File: src/rtl/alu_mc_pkg.sv
// Shared types for the multi-cycle ALU: opcodes, FSM states, shifter modes and the flag bundle.
package alu_mc_pkg;

  typedef enum logic [4:0] {
    OP_DEC  = 5'b00010,
    OP_CMP  = 5'b00101,
    OP_ADD  = 5'b00111,
    OP_ROL  = 5'b01000,
    OP_ROR  = 5'b01001,
    OP_MUL  = 5'b01010,
    OP_SUB  = 5'b01110,
    OP_AND  = 5'b01111,
    OP_XOR  = 5'b10000,
    OP_SHR  = 5'b10001,
    OP_RCR  = 5'b10010,
    OP_SHL  = 5'b10011,
    OP_RCL  = 5'b10100,
    OP_OR   = 5'b10101,
    OP_ASR  = 5'b11000,
    OP_CMPU = 5'b11011,
    OP_NOT  = 5'b11100
  } op_e;

  typedef enum logic [1:0] {
    ST_IDLE,
    ST_MUL,
    ST_DONE
  } state_e;

  typedef enum logic [2:0] {
    SH_LSL,
    SH_LSR,
    SH_ASR,
    SH_ROL,
    SH_ROR
  } shift_e;

  typedef struct packed {
    logic c_o;
    logic zero;
    logic equal;
    logic gt;
    logic lt;
  } flags_t;

endpackage

File: src/rtl/alu_mc_if.sv
// Request/result bus of the multi-cycle ALU; the controller is the master, the ALU the slave.
interface alu_mc_if #(
  parameter int WIDTH = 8
);
  logic             in_valid;
  logic             in_ready;
  logic [4:0]       op;
  logic [WIDTH-1:0] in_a;
  logic [WIDTH-1:0] in_b;
  logic             c_i;
  logic             out_valid;
  logic             out_ready;
  logic [WIDTH-1:0] out;
  logic [WIDTH-1:0] out_hi;
  logic             c_o;
  logic             zero;
  logic             equal;
  logic             gt;
  logic             lt;

  modport master (
    output in_valid, op, in_a, in_b, c_i, out_ready,
    input  in_ready, out_valid, out, out_hi, c_o, zero, equal, gt, lt
  );

  modport slave (
    input  in_valid, op, in_a, in_b, c_i, out_ready,
    output in_ready, out_valid, out, out_hi, c_o, zero, equal, gt, lt
  );
endinterface

File: src/rtl/alu_mc_shifter.sv
// Combinational log-stage barrel shifter; left modes reuse the right-shift network on bit-reversed data.
module alu_mc_shifter
  import alu_mc_pkg::*;
#(
  parameter  int WIDTH = 8,
  localparam int SHW   = $clog2(WIDTH)
) (
  input  shift_e           mode,
  input  logic [WIDTH-1:0] a,
  input  logic [SHW-1:0]   amount,
  output logic [WIDTH-1:0] result,
  output logic             c_o
);

  logic             left;
  logic             rot;
  logic             arith;
  logic [WIDTH-1:0] rev_in;
  logic [WIDTH-1:0] rev_out;
  logic [WIDTH-1:0] data;
  logic [WIDTH-1:0] spill;
  logic [SHW-1:0]   step;
  logic             carry;

  assign left  = (mode == SH_LSL) || (mode == SH_ROL);
  assign rot   = (mode == SH_ROL) || (mode == SH_ROR);
  assign arith = (mode == SH_ASR);

  // Each stage moves by 2^k; the last bit leaving the low end is the carry.
  always_comb begin
    rev_in  = {<<{a}};
    data    = left ? rev_in : a;
    carry   = 1'b0;
    spill   = '0;
    step    = '0;
    for (int k = 0; k < SHW; k++) begin
      step = amount >> k;
      if (step[0]) begin
        spill = data >> ((1 << k) - 1);
        carry = spill[0];
        if (rot) begin
          data = (data >> (1 << k)) | (data << (WIDTH - (1 << k)));
        end else if (arith) begin
          data = $signed(data) >>> (1 << k);
        end else begin
          data = data >> (1 << k);
        end
      end
    end
    rev_out = {<<{data}};
    result  = left ? rev_out : data;
    c_o     = carry;
  end

endmodule

File: src/rtl/alu_mc.sv
// Multi-cycle ALU: single-cycle ops finish on the accept edge, MUL iterates one partial product per cycle.
module alu_mc
  import alu_mc_pkg::*;
#(
  parameter  int WIDTH = 8,
  localparam int SHW   = $clog2(WIDTH)
) (
  input  logic    clk,
  input  logic    reset,
  alu_mc_if.slave bus
);

  state_e             state_q, state_d;
  logic [SHW-1:0]     cnt_q, cnt_d;
  logic [WIDTH-1:0]   mcand_q, mcand_d;
  logic [2*WIDTH-1:0] prod_q, prod_d;
  logic [WIDTH-1:0]   out_q, out_d;
  logic [WIDTH-1:0]   out_hi_q, out_hi_d;
  flags_t             flags_q, flags_d;

  shift_e             sh_mode;
  logic [WIDTH-1:0]   sh_result;
  logic               sh_c;
  logic [WIDTH:0]     add_ext;
  logic [WIDTH:0]     sub_ext;
  logic [WIDTH-1:0]   alu_res;
  flags_t             alu_flags;
  logic               is_cmp;
  logic               accept;
  logic [WIDTH:0]     mul_sum;
  logic [2*WIDTH-1:0] mul_next;

  alu_mc_shifter #(
    .WIDTH (WIDTH)
  ) u_shifter (
    .mode   (sh_mode),
    .a      (bus.in_a),
    .amount (bus.in_b[SHW-1:0]),
    .result (sh_result),
    .c_o    (sh_c)
  );

  assign bus.in_ready = (state_q == ST_IDLE) || ((state_q == ST_DONE) && bus.out_ready);
  assign accept       = bus.in_valid && bus.in_ready;

  assign add_ext = {1'b0, bus.in_a} + {1'b0, bus.in_b} + {{WIDTH{1'b0}}, bus.c_i};
  assign sub_ext = {1'b0, bus.in_a} - {1'b0, bus.in_b} - {{WIDTH{1'b0}}, bus.c_i};

  // High half plus multiplicand, then the whole product register slides right one bit.
  assign mul_sum  = {1'b0, prod_q[2*WIDTH-1:WIDTH]} + (prod_q[0] ? {1'b0, mcand_q} : '0);
  assign mul_next = {mul_sum, prod_q[WIDTH-1:1]};

  always_comb begin
    sh_mode = SH_LSR;
    case (bus.op)
      OP_SHL:  sh_mode = SH_LSL;
      OP_ASR:  sh_mode = SH_ASR;
      OP_ROL:  sh_mode = SH_ROL;
      OP_ROR:  sh_mode = SH_ROR;
      default: sh_mode = SH_LSR;
    endcase
  end

  always_comb begin
    alu_res   = '0;
    alu_flags = '0;
    is_cmp    = 1'b0;
    case (bus.op)
      OP_ADD:  {alu_flags.c_o, alu_res} = add_ext;
      OP_SUB:  {alu_flags.c_o, alu_res} = sub_ext;
      OP_DEC:  alu_res = bus.in_a - WIDTH'(1);
      OP_AND:  alu_res = bus.in_a & bus.in_b;
      OP_OR:   alu_res = bus.in_a | bus.in_b;
      OP_XOR:  alu_res = bus.in_a ^ bus.in_b;
      OP_NOT:  alu_res = ~bus.in_a;
      OP_SHL, OP_SHR, OP_ASR, OP_ROL, OP_ROR: begin
        alu_res       = sh_result;
        alu_flags.c_o = sh_c;
      end
      OP_RCR: begin
        alu_res       = {bus.c_i, bus.in_a[WIDTH-1:1]};
        alu_flags.c_o = bus.in_a[0];
      end
      OP_RCL: begin
        alu_res       = {bus.in_a[WIDTH-2:0], bus.c_i};
        alu_flags.c_o = bus.in_a[WIDTH-1];
      end
      OP_CMP: begin
        is_cmp       = 1'b1;
        alu_flags.gt = $signed(bus.in_a) > $signed(bus.in_b);
        alu_flags.lt = $signed(bus.in_a) < $signed(bus.in_b);
      end
      OP_CMPU: begin
        is_cmp       = 1'b1;
        alu_flags.gt = bus.in_a > bus.in_b;
        alu_flags.lt = bus.in_a < bus.in_b;
      end
      default: alu_res = '0;
    endcase
    alu_flags.equal = is_cmp && (bus.in_a == bus.in_b);
    alu_flags.zero  = is_cmp ? (bus.in_a == bus.in_b) : (alu_res == '0);
  end

  // Output registers only change on a completed operation, so stalled results stay stable.
  always_comb begin
    state_d  = state_q;
    cnt_d    = cnt_q;
    mcand_d  = mcand_q;
    prod_d   = prod_q;
    out_d    = out_q;
    out_hi_d = out_hi_q;
    flags_d  = flags_q;
    case (state_q)
      ST_MUL: begin
        prod_d = mul_next;
        cnt_d  = cnt_q + SHW'(1);
        if (cnt_q == SHW'(WIDTH - 1)) begin
          state_d       = ST_DONE;
          out_d         = mul_next[WIDTH-1:0];
          out_hi_d      = mul_next[2*WIDTH-1:WIDTH];
          flags_d       = '0;
          flags_d.c_o   = |mul_next[2*WIDTH-1:WIDTH];
          flags_d.zero  = (mul_next[WIDTH-1:0] == '0);
        end
      end
      ST_DONE: begin
        if (bus.out_ready) state_d = ST_IDLE;
      end
      default: state_d = state_q;
    endcase
    if (accept) begin
      if (bus.op == OP_MUL) begin
        state_d = ST_MUL;
        cnt_d   = '0;
        mcand_d = bus.in_a;
        prod_d  = {{WIDTH{1'b0}}, bus.in_b};
      end else begin
        state_d  = ST_DONE;
        out_d    = alu_res;
        out_hi_d = '0;
        flags_d  = alu_flags;
      end
    end
  end

  always_ff @(posedge clk or posedge reset) begin
    if (reset) begin
      state_q  <= ST_IDLE;
      cnt_q    <= '0;
      mcand_q  <= '0;
      prod_q   <= '0;
      out_q    <= '0;
      out_hi_q <= '0;
      flags_q  <= '0;
    end else begin
      state_q  <= state_d;
      cnt_q    <= cnt_d;
      mcand_q  <= mcand_d;
      prod_q   <= prod_d;
      out_q    <= out_d;
      out_hi_q <= out_hi_d;
      flags_q  <= flags_d;
    end
  end

  assign bus.out_valid = (state_q == ST_DONE);
  assign bus.out       = out_q;
  assign bus.out_hi    = out_hi_q;
  assign bus.c_o       = flags_q.c_o;
  assign bus.zero      = flags_q.zero;
  assign bus.equal     = flags_q.equal;
  assign bus.gt        = flags_q.gt;
  assign bus.lt        = flags_q.lt;

endmodule

File: src/flat_wrapper.sv
// flat-port wrapper written by rule: the top's interface ports become plain ports
module alu_mc_flat import alu_mc_pkg::*;
#(
  parameter  int WIDTH = 8,
  localparam int SHW   = $clog2(WIDTH)
)
  (clk, reset, bus_in_valid, bus_op, bus_in_a, bus_in_b, bus_c_i, bus_out_ready, bus_in_ready, bus_out_valid, bus_out, bus_out_hi, bus_c_o, bus_zero, bus_equal, bus_gt, bus_lt);
  alu_mc_if #(.WIDTH(WIDTH)) bus_i ();
  input  logic clk;
  input  logic reset;
  input wire logic [$bits(bus_i.in_valid)-1:0] bus_in_valid;
  input wire logic [$bits(bus_i.op)-1:0] bus_op;
  input wire logic [$bits(bus_i.in_a)-1:0] bus_in_a;
  input wire logic [$bits(bus_i.in_b)-1:0] bus_in_b;
  input wire logic [$bits(bus_i.c_i)-1:0] bus_c_i;
  input wire logic [$bits(bus_i.out_ready)-1:0] bus_out_ready;
  output wire logic [$bits(bus_i.in_ready)-1:0] bus_in_ready;
  output wire logic [$bits(bus_i.out_valid)-1:0] bus_out_valid;
  output wire logic [$bits(bus_i.out)-1:0] bus_out;
  output wire logic [$bits(bus_i.out_hi)-1:0] bus_out_hi;
  output wire logic [$bits(bus_i.c_o)-1:0] bus_c_o;
  output wire logic [$bits(bus_i.zero)-1:0] bus_zero;
  output wire logic [$bits(bus_i.equal)-1:0] bus_equal;
  output wire logic [$bits(bus_i.gt)-1:0] bus_gt;
  output wire logic [$bits(bus_i.lt)-1:0] bus_lt;
  assign bus_i.in_valid = bus_in_valid;
  assign bus_i.op = bus_op;
  assign bus_i.in_a = bus_in_a;
  assign bus_i.in_b = bus_in_b;
  assign bus_i.c_i = bus_c_i;
  assign bus_i.out_ready = bus_out_ready;
  assign bus_in_ready = bus_i.in_ready;
  assign bus_out_valid = bus_i.out_valid;
  assign bus_out = bus_i.out;
  assign bus_out_hi = bus_i.out_hi;
  assign bus_c_o = bus_i.c_o;
  assign bus_zero = bus_i.zero;
  assign bus_equal = bus_i.equal;
  assign bus_gt = bus_i.gt;
  assign bus_lt = bus_i.lt;
  alu_mc #(.WIDTH(WIDTH)) u_core (.clk(clk), .reset(reset), .bus(bus_i));
endmodule
File: config.mk
export PLATFORM = sky130hd
export DESIGN_NAME = alu_mc_flat
export DESIGN_NICKNAME = d
export VERILOG_FILES = /design/src/rtl/alu_mc_pkg.sv /design/src/rtl/alu_mc_if.sv /design/src/rtl/alu_mc_shifter.sv /design/src/rtl/alu_mc.sv /design/src/flat_wrapper.sv
export SDC_FILE = /design/constraint.sdc
export NUM_CORES = 1
export LEC_CHECK = 0
export ABC_AREA = 1
export ABC_CLOCK_PERIOD_IN_PS = 6110
export BUFFER_PORTS_ARGS = -buffer_cell sky130_fd_sc_hd__buf_4
export CORE_ASPECT_RATIO = 1.5
export CORE_UTILIZATION = 26
export DETAILED_ROUTE_END_ITERATION = 6
export PLACE_DENSITY_LB_ADDON = 0.1
export SLEW_MARGIN = 10
export SYNTH_ARGS = -nofsm -noshare
export SYNTH_HDL_FRONTEND = slang
export SYNTH_HIERARCHICAL = 1
export SYNTH_SLANG_ARGS = --single-unit
File: constraint.sdc
create_clock -name clk -period 6.11 [get_ports clk]
set_clock_uncertainty 0.05 [all_clocks]
set_input_delay 1.222 -clock clk [delete_from_list [all_inputs] [get_ports clk]]
set_output_delay 1.222 -clock clk [all_outputs]
set_load 0.005 [all_outputs]
### After elaboration in Yosys (flattened, before gate mapping)

Cells that the tools add are included.

| word-level totals | value |
|---|---|
| latch bits | 0 |
| word-level logic and storage cells | 115 |
| bits in writable memories | 0 |
| memories | 0 |
| ROM bits | 0 |
| register bits after elaboration | 50 |
| bits of input ports | 26 |
| output and inout bits | 23 |

| operators by class | value |
|---|---|
| add/sub/neg operators | 7 |
| equality and inequality tests | 26 |
| order comparisons | 4 |
| muxes and demuxes | 44 |
| bitwise gates (word level) | 7 |
| reductions and logical operators | 16 |
| shift operators | 0 |
| multipliers | 0 |
| divide/modulo/power cells | 0 |

Operators with widths:

| cell | count |
|---|---|
| 8-bit two-way mux | 20 |
| 8-bit case mux with 10 select lines | 1 |
| 16-bit two-way mux | 3 |
| 5-bit equality test, second input constant | 9 |
| 5-bit by 4-bit equality test with 1-bit output, second input constant | 5 |
| 5-bit two-way mux | 4 |
| 8-bit > comparator | 2 |
| 8-bit zero test | 2 |
| 8-bit less-than comparator | 2 |
| 3-bit case mux with 4 select lines | 1 |
| 5-bit by 3-bit equality test with 1-bit output, second input constant | 2 |
| 8-bit by 8-bit adder with 9-bit output | 1 |
| 8-bit by 9-bit adder with 9-bit output | 1 |
| 9-bit by 1-bit adder with 9-bit output | 1 |
| 3-bit two-way mux | 3 |
| 8-bit by 8-bit subtractor with 9-bit output | 1 |
| 9-bit by 1-bit subtractor with 9-bit output | 1 |
| 8-bit AND | 1 |
| 8-bit equality test | 1 |
| 2-bit two-way mux | 4 |
| 8-bit inverter | 1 |
| 4-bit by 8-bit bitwise OR with 8-bit output | 1 |
| 6-bit by 8-bit bitwise OR with 8-bit output | 1 |
| 7-bit by 8-bit bitwise OR with 8-bit output | 1 |
| other kinds (24) | 35 |

### Depth between registers and ports, before layout

Gate-level depths: netlist of run 1.

| depth | value |
|---|---|
| depth in word-level cells | 20 |
| depth in mapped cells | 28 |

### Hierarchy

The synthesis of run 1 kept the hierarchy.

By module, submodules not included:

| module | area each (um2) | cells each | times used | seq. area each (um2) |
|---|---|---|---|---|
| alu_mc | 4926.0 | 742 | 1 | 1251.2 |
| alu_mc_shifter | 725.7 | 142 | 1 | 0.0 |

### Worst setup path after synthesis of run 1

Ideal clock, no wire load.

| path | value |
|---|---|
| kind | input-to-reg |
| start | input port bus_op[0] |
| end | register u_core.flags_q, in the netlist u_core/bus.zero |
| required time | 5.983 ns |
| cell stages on the path | 27 |
| arrival time | 3.454 ns |
| library setup time | 0.077 ns |
| setup slack | 2.529 ns |
| buffers on the path | 2 |
| cell sequence | buf_6 nor2_4 nand2_2 o21ai_0 a21oi_1 nor2_1 nand2_4 nand2_4 buf_12 nand2_4 nand3_2 nand2_1 nand2_2 nand2_2 nand3_2 nand2_2 nand2_1 nand2_1 nand2_1 nand2_1 nor2_1 nand2_1 nor2_2 nand2_1 nor2_1 nand3_1 a21oi_1 |

RTL lines:

| item | RTL line | RTL |
|---|---|---|
| from (decl) | flat_wrapper.sv:12 | `input wire logic [$bits(bus_i.op)-1:0] bus_op;` |
| to (signal assigned) | alu_mc.sv:162 | `flags_q <= flags_d;` |
| to (decl) | alu_mc.sv:19 | `flags_t flags_q, flags_d;` |

==> summary.md, run 1 <==
| Metric | Value |
|---|---|
| Antenna violations before repair | `0` |
| Buffer depth of the longest clock path | `2` |
| Commonest cells in the synthesized netlist | `nand2_1, inv_1, nand3_1` |
| Post-DR wirelength/cell | `between 15 and 20 µm` |
| Clock-pin slew reported for the worst setup and hold paths after clock tree synthesis | `around 0.070 ns` |
| Die outline area | `around 22000 µm²` |
| Buffer type at the clock tree root | `clkbuf_16` |
| Total negative slack | `0 ns` |
| Count of TritonRoute iterations in the first routing pass | `5` |
| Worst-Skew Late Latency | `between 0.2 and 0.3 ns` |
| Global routing's busiest layer | `met2` |
| Horizontal die dimension | `approximately 120 µm` |
| Post-route clock period utilization | `68.1%` |
| Nets in the synthesized netlist | `964` |
| DP HPWL | `16800 µm` |
| Data arrival time of the critical path | `between 4 and 5 ns` |
| Synthesized area | `about 5700 µm²` |
| Count of flip-flops with a built-in enable after synthesis | `0` |
| Number of gates resized after CTS | `0` |
| Gate count after technology mapping | `between 800 and 900` |
| Post-synthesis area per instance | `~6.4 µm²` |
| Cell type with the highest aggregate area in the netlist | `dfrtp_1` |
| Multi-input combinational cell area | `between 3000 and 4000 µm²` |
| Num ports | `slightly below 50` |
| Remaining Overflow, GRT | `0` |
| Post-layout nets | `1000` |
| Top flip-flop cell by instance count after synthesis | `dfrtp_1` |
| Startpoint types | `primary input` |
| Reg2Reg Setup Slack | `around 3.4 ns` |
| Ratio of total power to cell area | `roughly 290 nW/µm²` |
| Clock Sinks | `50` |
| Hold Path Class | `reg -> reg` |
| Largest net degree at the start of global routing | `51` |
| Setup violation total in the final timing report | `0` |
| Routed Wire Length | `slightly above 20000 µm` |
| Summed area of non-filler cells in the final layout | `around 6400 µm²` |
| Final hold violations | `0` |
| Maximum capacitance violations | `0` |
| Via count of the routed design | `between 5000 and 6000` |
| Distinct cells, synth | `47` |
| Number of port buffers | `48` |
| Worst Path Max Fanout | `15` |
| Std cell rows | `65` |
| Worst slew margin relative to its limit | `between 40 and 50%` |
| Residual DRC | `0` |
| Total number of H-tree levels | `2` |
| Crit. End Element | `flop` |
| Post-CTS repair timing setup buffer count | `0` |
| Area occupied by registers | `around 1300 µm²` |
| Post-layout util | `30.2%` |
| Result of the run | `complete, no violations` |
| Number of vias per cell | `slightly below 5` |
| Worst-margin pin slew | `slightly below 0.9 ns` |
| Number of warnings reported in the yosys synthesis log | `6` |
| Chip Height | `~180 µm` |
| Inserted Clock Buffers | `5` |
| Initial Utilization | `26.7%` |
| Area added between synthesis and finish | `13.0%` |
| Core area | `~21000 µm²` |
| Iteration-0 DRC count of the detailed router | `283` |
| Hold buffer count at CTS | `0` |
| Global-route wire length before repair | `32500 µm` |
| Number of inserted diodes | `0` |
| Filler cell count | `2454` |
| Cell repeated most along the worst path | `nand2_1` |
| Slowest library cell on the worst path | `nor2_2` |
| Via count of the first global-routing pass | `5770` |
| Area share of the leading cell type in the synthesized netlist | `between 20% and 30%` |
| RePlAce Congestion | `a little over 0.9` |
| Clock tree from TritonCTS | `built` |
| Layout cell share with drive strength beyond 1 | `11.7%` |
| ANT nets after route | `0` |
| Met3 GRT Util | `under 10%` |
| Most area-consuming cells after synthesis | `dfrtp_1, nand2_1, ha_1` |
| Count leader, synth | `nand2_1` |
| Delay of the slowest critical-path stage | `0.30 ns` |
| RSZ-0062 raised after global routing | `false` |
| Fraction of synthesis flops using an asynchronous set or reset pin | `100%` |
| Met2 global-route usage | `between 30% and 40%` |
| Tot GR Track Use | `between 15 and 20%` |
| Cell family contributing the most delay on the critical path | `simple AND/OR/NAND/NOR gates` |
| Design Power | `approximately 0.0018 W` |
| Required time at the endpoint of the critical path | `about 6.3 ns` |
| Worst IR drop on VDD | `0.113 mV` |
| Number of flip-flops and latches in the synthesized netlist | `50` |
| Crit Path Category | `in -> reg` |
| Leakage power | `around 3.4 nW` |
| Min cycle time layout | `between 4 and 5 ns` |
| Fraction of the yosys area taken by sequential cells | `between 20% and 30%` |
| Worst path buffer plus inverter count | `2` |
| Area after detailed placement | `between 6000 and 7000 µm²` |
| Highest attainable clock frequency | `roughly 240 MHz` |
| Final count of pins violating max slew | `0` |
| GRT met1 Usage | `about a fifth` |
==> cell type report <==
cell class | instances | area share, %
timing repair buffer | 51 | 6.00
multi-input combinational | 683 | 59.0
inverter | 129 | 7.58
clock inverter | 2 | 0.588
sequential | 50 | 19.6
clock buffer | 6 | 2.02
tap | 268 | 5.25
==> state kept, by name (all words and copies together), names as in the netlist <==
signal / count
u_core/bus.c_o: 1
u_core/bus.equal: 1
u_core/bus.gt: 1
u_core/bus.lt: 1
u_core/bus.out: 8
u_core/bus.out_hi: 8
u_core/bus.zero: 1
u_core/cnt_q: 3
u_core/mcand_q: 8
u_core/prod_q: 16
u_core/state_q: 2
==> routing by layer <==
| layer | part of all wire (%) | up-vias |
|---|---|---|
| li1 | - | 2927 |
| met1 | 38 | 2606 |
| met2 | 54 | 144 |
| met3 | 3.2 | 43 |
| met4 | 4.9 | 0 |
| met5 | 0 | - |
==> kinds of logic after synthesis <==
group | after synthesis | synth area share (%)
fa+ha+maj | 54 | 12.6
compound gates | 114 | 11.7
buf+inv | 151 | 11.2
mux | 1 | 0.177
xor+xnor | 9 | 1.39
simple gates | 505 | 40.8
flops | 50 | 22.1
==> placed cells by master, fill, tap and decap left out, drive strengths merged, types with 2 or more instances in the layout <==
| master | Yosys | routed |
|---|---|---|
| a211oi | 3 | 3 |
| a21oi | 31 | 31 |
| buf | 16 | 51 |
| clkbuf | 6 | 6 |
| dfrtp | 50 | 50 |
| fa | 5 | 5 |
| ha | 49 | 49 |
| inv | 128 | 128 |
| nand2 | 278 | 278 |
| nand3 | 108 | 108 |
| nand3b | 3 | 3 |
| nand4 | 20 | 20 |
| nor2 | 83 | 83 |
| nor3 | 8 | 8 |
| o211ai | 15 | 15 |
| o21a | 3 | 3 |
| o21ai | 55 | 55 |
| o22ai | 3 | 3 |
| or2 | 2 | 2 |
| xnor2 | 6 | 6 |
| xor2 | 3 | 3 |
==> path summary, 6_finish.rpt <==
path	from	endpoint	cells after the start
max	bus_op[3]	u_core/bus.zero	26
min	u_core/mcand_q[2]	u_core/mcand_q[2]	2
max reg2reg	u_core/prod_q[0]	u_core/bus.c_o	14
min reg2reg	u_core/mcand_q[2]	u_core/mcand_q[2]	2
max in group asynchronous	reset	u_core/prod_q[15]	3
min in group asynchronous	reset	u_core/bus.out[7]	3
==> stage by stage <==
| step | hold WS [ns] | instances | setup slack, ns |
|---|---|---|---|
| 2_1_floorplan | 0.403 | 884 | 2.53 |
| 3_3_place_gp | 0.417 | 1181 | 1.70 |
| 3_5_place_dp | 0.423 | 1181 | 1.70 |
| 4_1_cts | 0.443 | 1189 | 2.00 |
| 5_1_grt | 0.460 | 1189 | 1.53 |
| 6_report | 0.440 | 1189 | 1.95 |
==> power by group <==
group	leakage (nW)	internal [W]	total [W]	switching, W
Clock	0.0771	0.000194	0.000318	0.000125
Sequential	0.610	0.000470	0.000559	0.0000882
Combinational	2.75	0.000380	0.000946	0.000567
==> tightest hold or removal path, cell delays in order (launching register included) <==
cell	delay [ns]
dfrtp_1	0.34
nand2_1	0.05
o21ai_0	0.06
(Power assumes the default switching activity.)
==> inputs of run 2 (changes only) <==
Settings changed: ABC_CLOCK_PERIOD_IN_PS 6110 to 3750.
Clock period 6.11 ns to 3.75 ns, I/O delays scaled along.
==> run 2 against run 1 <==
  * Via count increased by 2.4%
  * Total power increased by 69%
  * Largest cell class unchanged
  * Critical path type unchanged
  * Global-route usage grew 0.12 points
==> summary.md, run 2 (synthesis results as in run 1) <==
| Metric | Value |
|---|---|
| Cell repeated most along the worst path | `nand2_1` |
| Worst-margin pin slew | `0.887 ns (+0.0103 ns)` |
| Highest attainable clock frequency | `roughly 300 MHz` |
| End point of the critical path | `u_core/bus.zero` |
| Cell family contributing the most delay on the critical path | `simple AND/OR/NAND/NOR gates` |
| ANT nets after route | `0 (unchanged)` |
| Required time at the endpoint of the critical path | `3.92 ns (-2.36 ns)` |
| RePlAce Congestion | `0.900 (-1.3%)` |
| Worst slew margin relative to its limit | `40.8% (-0.71 points)` |
| Chip Height | `183 µm (unchanged)` |
| DP Worst Slack | `0.0261 ns (-1.67 ns)` |
| Most flops, register | `u_core/prod_q` |
| Leakage power | `3.55 nW (+3.3%)` |
| Number of gates resized after CTS | `0 (unchanged)` |
| Min cycle time layout | `between 3 and 4 ns` |
| Buffer type at the clock tree root | `clkbuf_16` |
| Ratio of total power to cell area | `469 nW/µm² (+64%)` |
| Result of the run | `complete, no violations` |
| Final count of pins violating max slew | `0 (unchanged)` |
| Reg2Reg Setup Slack | `1.03 ns (-2.33 ns)` |
| Initial Utilization | `26.7% (unchanged)` |
| Count of TritonRoute iterations in the first routing pass | `5 (unchanged)` |
| Total negative slack | `0 ns (unchanged)` |
| Buffer depth of the longest clock path | `2 (unchanged)` |
| Hold buffer count at CTS | `0 (unchanged)` |
| Routed Wire Length | `20800 µm (+0.72%)` |
| RSZ-0062 raised after global routing | `false` |
| Inserted Clock Buffers | `5 (unchanged)` |
| Summed area of non-filler cells in the final layout | `6570 µm² (+2.8%)` |
| Worst IR drop on VDD | `0.233 mV (+110%)` |
| Post-layout nets | `1019 (+1.9%)` |
| Data arrival time of the critical path | `3.52 ns (-0.82 ns)` |
| Largest net degree at the start of global routing | `42 (-18%)` |
| Filler cell count | `2449 (-0.20%)` |
| Critical path depth | `26 (unchanged)` |
| Startpoint types | `primary input` |
| Layout cell share with drive strength beyond 1 | `13.8% (+2.1 points)` |
| Horizontal die dimension | `122 µm (unchanged)` |
| Total number of H-tree levels | `2 (unchanged)` |
| Tot GR Track Use | `19.5% (+0.12 points)` |
| Iteration-0 DRC count of the detailed router | `344 (+22%)` |
| Largest register FFs | `16 (unchanged)` |
| Remaining Overflow, GRT | `0 (unchanged)` |
| Area after detailed placement | `6360 µm² (+2.3%)` |
| Number of vias per cell | `4.85 (+0.77%)` |
| Depth of the worst register-to-register path | `14 (unchanged)` |
| Delay of the slowest critical-path stage | `0.23 ns (-0.07 ns)` |
| Hold Path Class | `reg -> reg` |
| Crit Path Category | `in -> reg` |
| Clock tree from TritonCTS | `built` |
| DP HPWL | `17100 µm (+2.0%)` |
| Via count of the first global-routing pass | `5924 (+2.7%)` |
| Leading cell types in the layout, fill and taps excluded | `nand2_1, inv_1, nand3_1` |
| Setup slack of the critical path after layout | `0.403 ns (-1.54 ns)` |
| Final hold violations | `0 (unchanged)` |
| Worst-Skew Late Latency | `0.29 ns (about the same)` |
| Design Power | `0.00308 W (+69%)` |
| Clock Sinks | `50 (unchanged)` |
| Slowest library cell on the worst path | `nand3_2` |
| Setup violation total in the final timing report | `0 (unchanged)` |
| R2r startpoint | `u_core/prod_q[0]` |
| Post-DR wirelength/cell | `17.2 µm (-0.87%)` |
| Beginning of the critical path | `bus_op[3]` |
| Via count of the routed design | `5856 (+2.4%)` |
| Crit. End Element | `flop` |
| Post-CTS repair timing setup buffer count | `0 (unchanged)` |
| Global-route wire length before repair | `32900 µm (+1.2%)` |
| Number of port buffers | `48 (unchanged)` |
| Antenna violations before repair | `0 (unchanged)` |
| Worst reg2reg path endpoint | `u_core/bus.c_o` |
| Clock-pin slew reported for the worst setup and hold paths after clock tree synthesis | `0.07 ns (about the same)` |
| Post-route clock period utilization | `about nine tenths` |
| Std cell rows | `65 (unchanged)` |
| Die outline area | `22300 µm² (unchanged)` |
| Area added between synthesis and finish | `16.2%` |
| Core area | `21100 µm² (unchanged)` |
| Number of inserted diodes | `0 (unchanged)` |
| Worst path buffer plus inverter count | `2 (unchanged)` |
| Most common cell after layout, fill and taps aside | `nand2_1` |
| Worst Path Max Fanout | `8 (-7)` |
| Maximum capacitance violations | `0 (unchanged)` |
| Residual DRC | `0 (unchanged)` |
| Num ports | `49 (unchanged)` |
## run 2: where the power goes
| part | internal, W | total (W) | leakage (nW) | switching (W) |
|---|---|---|---|---|
| clock | 0.000401 | 0.000605 | 0.0971 | 0.000204 |
| combinational | 0.000633 | 0.00156 | 2.84 | 0.000932 |
| sequential | 0.000767 | 0.000910 | 0.610 | 0.000143 |
| total | 0.00180 | 0.00308 | 3.55 | 0.00128 |
## run 2: layer usage
layer	vias to the layer above	wire length (µm)	GRT usage, %
li1	2968	-	-
met4	0	1030	10.4
met1	2711	7890	20.2
met5	-	0	0
met2	135	11300	37.6
met3	42	591	1.38
## run 2: cell type report
type | instances | area [µm²] | share of cell area [%]
Clock inverter | 2 | 60.1 | 0.914
Tap cell | 268 | 335 | 5.11
Clock buffer | 6 | 139 | 2.11
Timing Repair Buffer | 70 | 526 | 8.00
Inverter | 129 | 484 | 7.37
Multi-Input combinational cell | 683 | 3770 | 57.4
Sequential cell | 50 | 1250 | 19.1
## run 2: how the worst min path moves through the flow
stage / from / end / slack (ns) / cells past startpoint
floorplan: u_core/mcand_q[2] / u_core/mcand_q[2] / 0.40 / 2
global placement: u_core/mcand_q[2] / u_core/mcand_q[2] / 0.43 / 2
detailed placement: u_core/mcand_q[2] / u_core/mcand_q[2] / 0.42 / 2
CTS: u_core/mcand_q[2] / u_core/mcand_q[2] / 0.44 / 2
global route: u_core/mcand_q[2] / u_core/mcand_q[2] / 0.47 / 2
finish: u_core/mcand_q[2] / u_core/mcand_q[2] / 0.44 / 2
## run 2: worst reg2reg max path, delay by kind of cell (launching register included)
family / cells / cell delay [ns]
DFF: 1 / 0.49
buffers and inverters: 1 / 0.04
and+or+nand+nor: 8 / 0.75
AOI/OAI and AO/OA: 3 / 0.64
adders and majority gates: 2 / 0.62
## run 2: through the flow
stage          hold WS, ns  instances  util, %
5_1_grt              0.475       1208     31.1
4_1_cts              0.442       1208     31.0
3_5_place_dp         0.423       1200     30.1
2_1_floorplan        0.403        884        -
6_report             0.436       1208     31.1
3_3_place_gp         0.426       1200     30.1
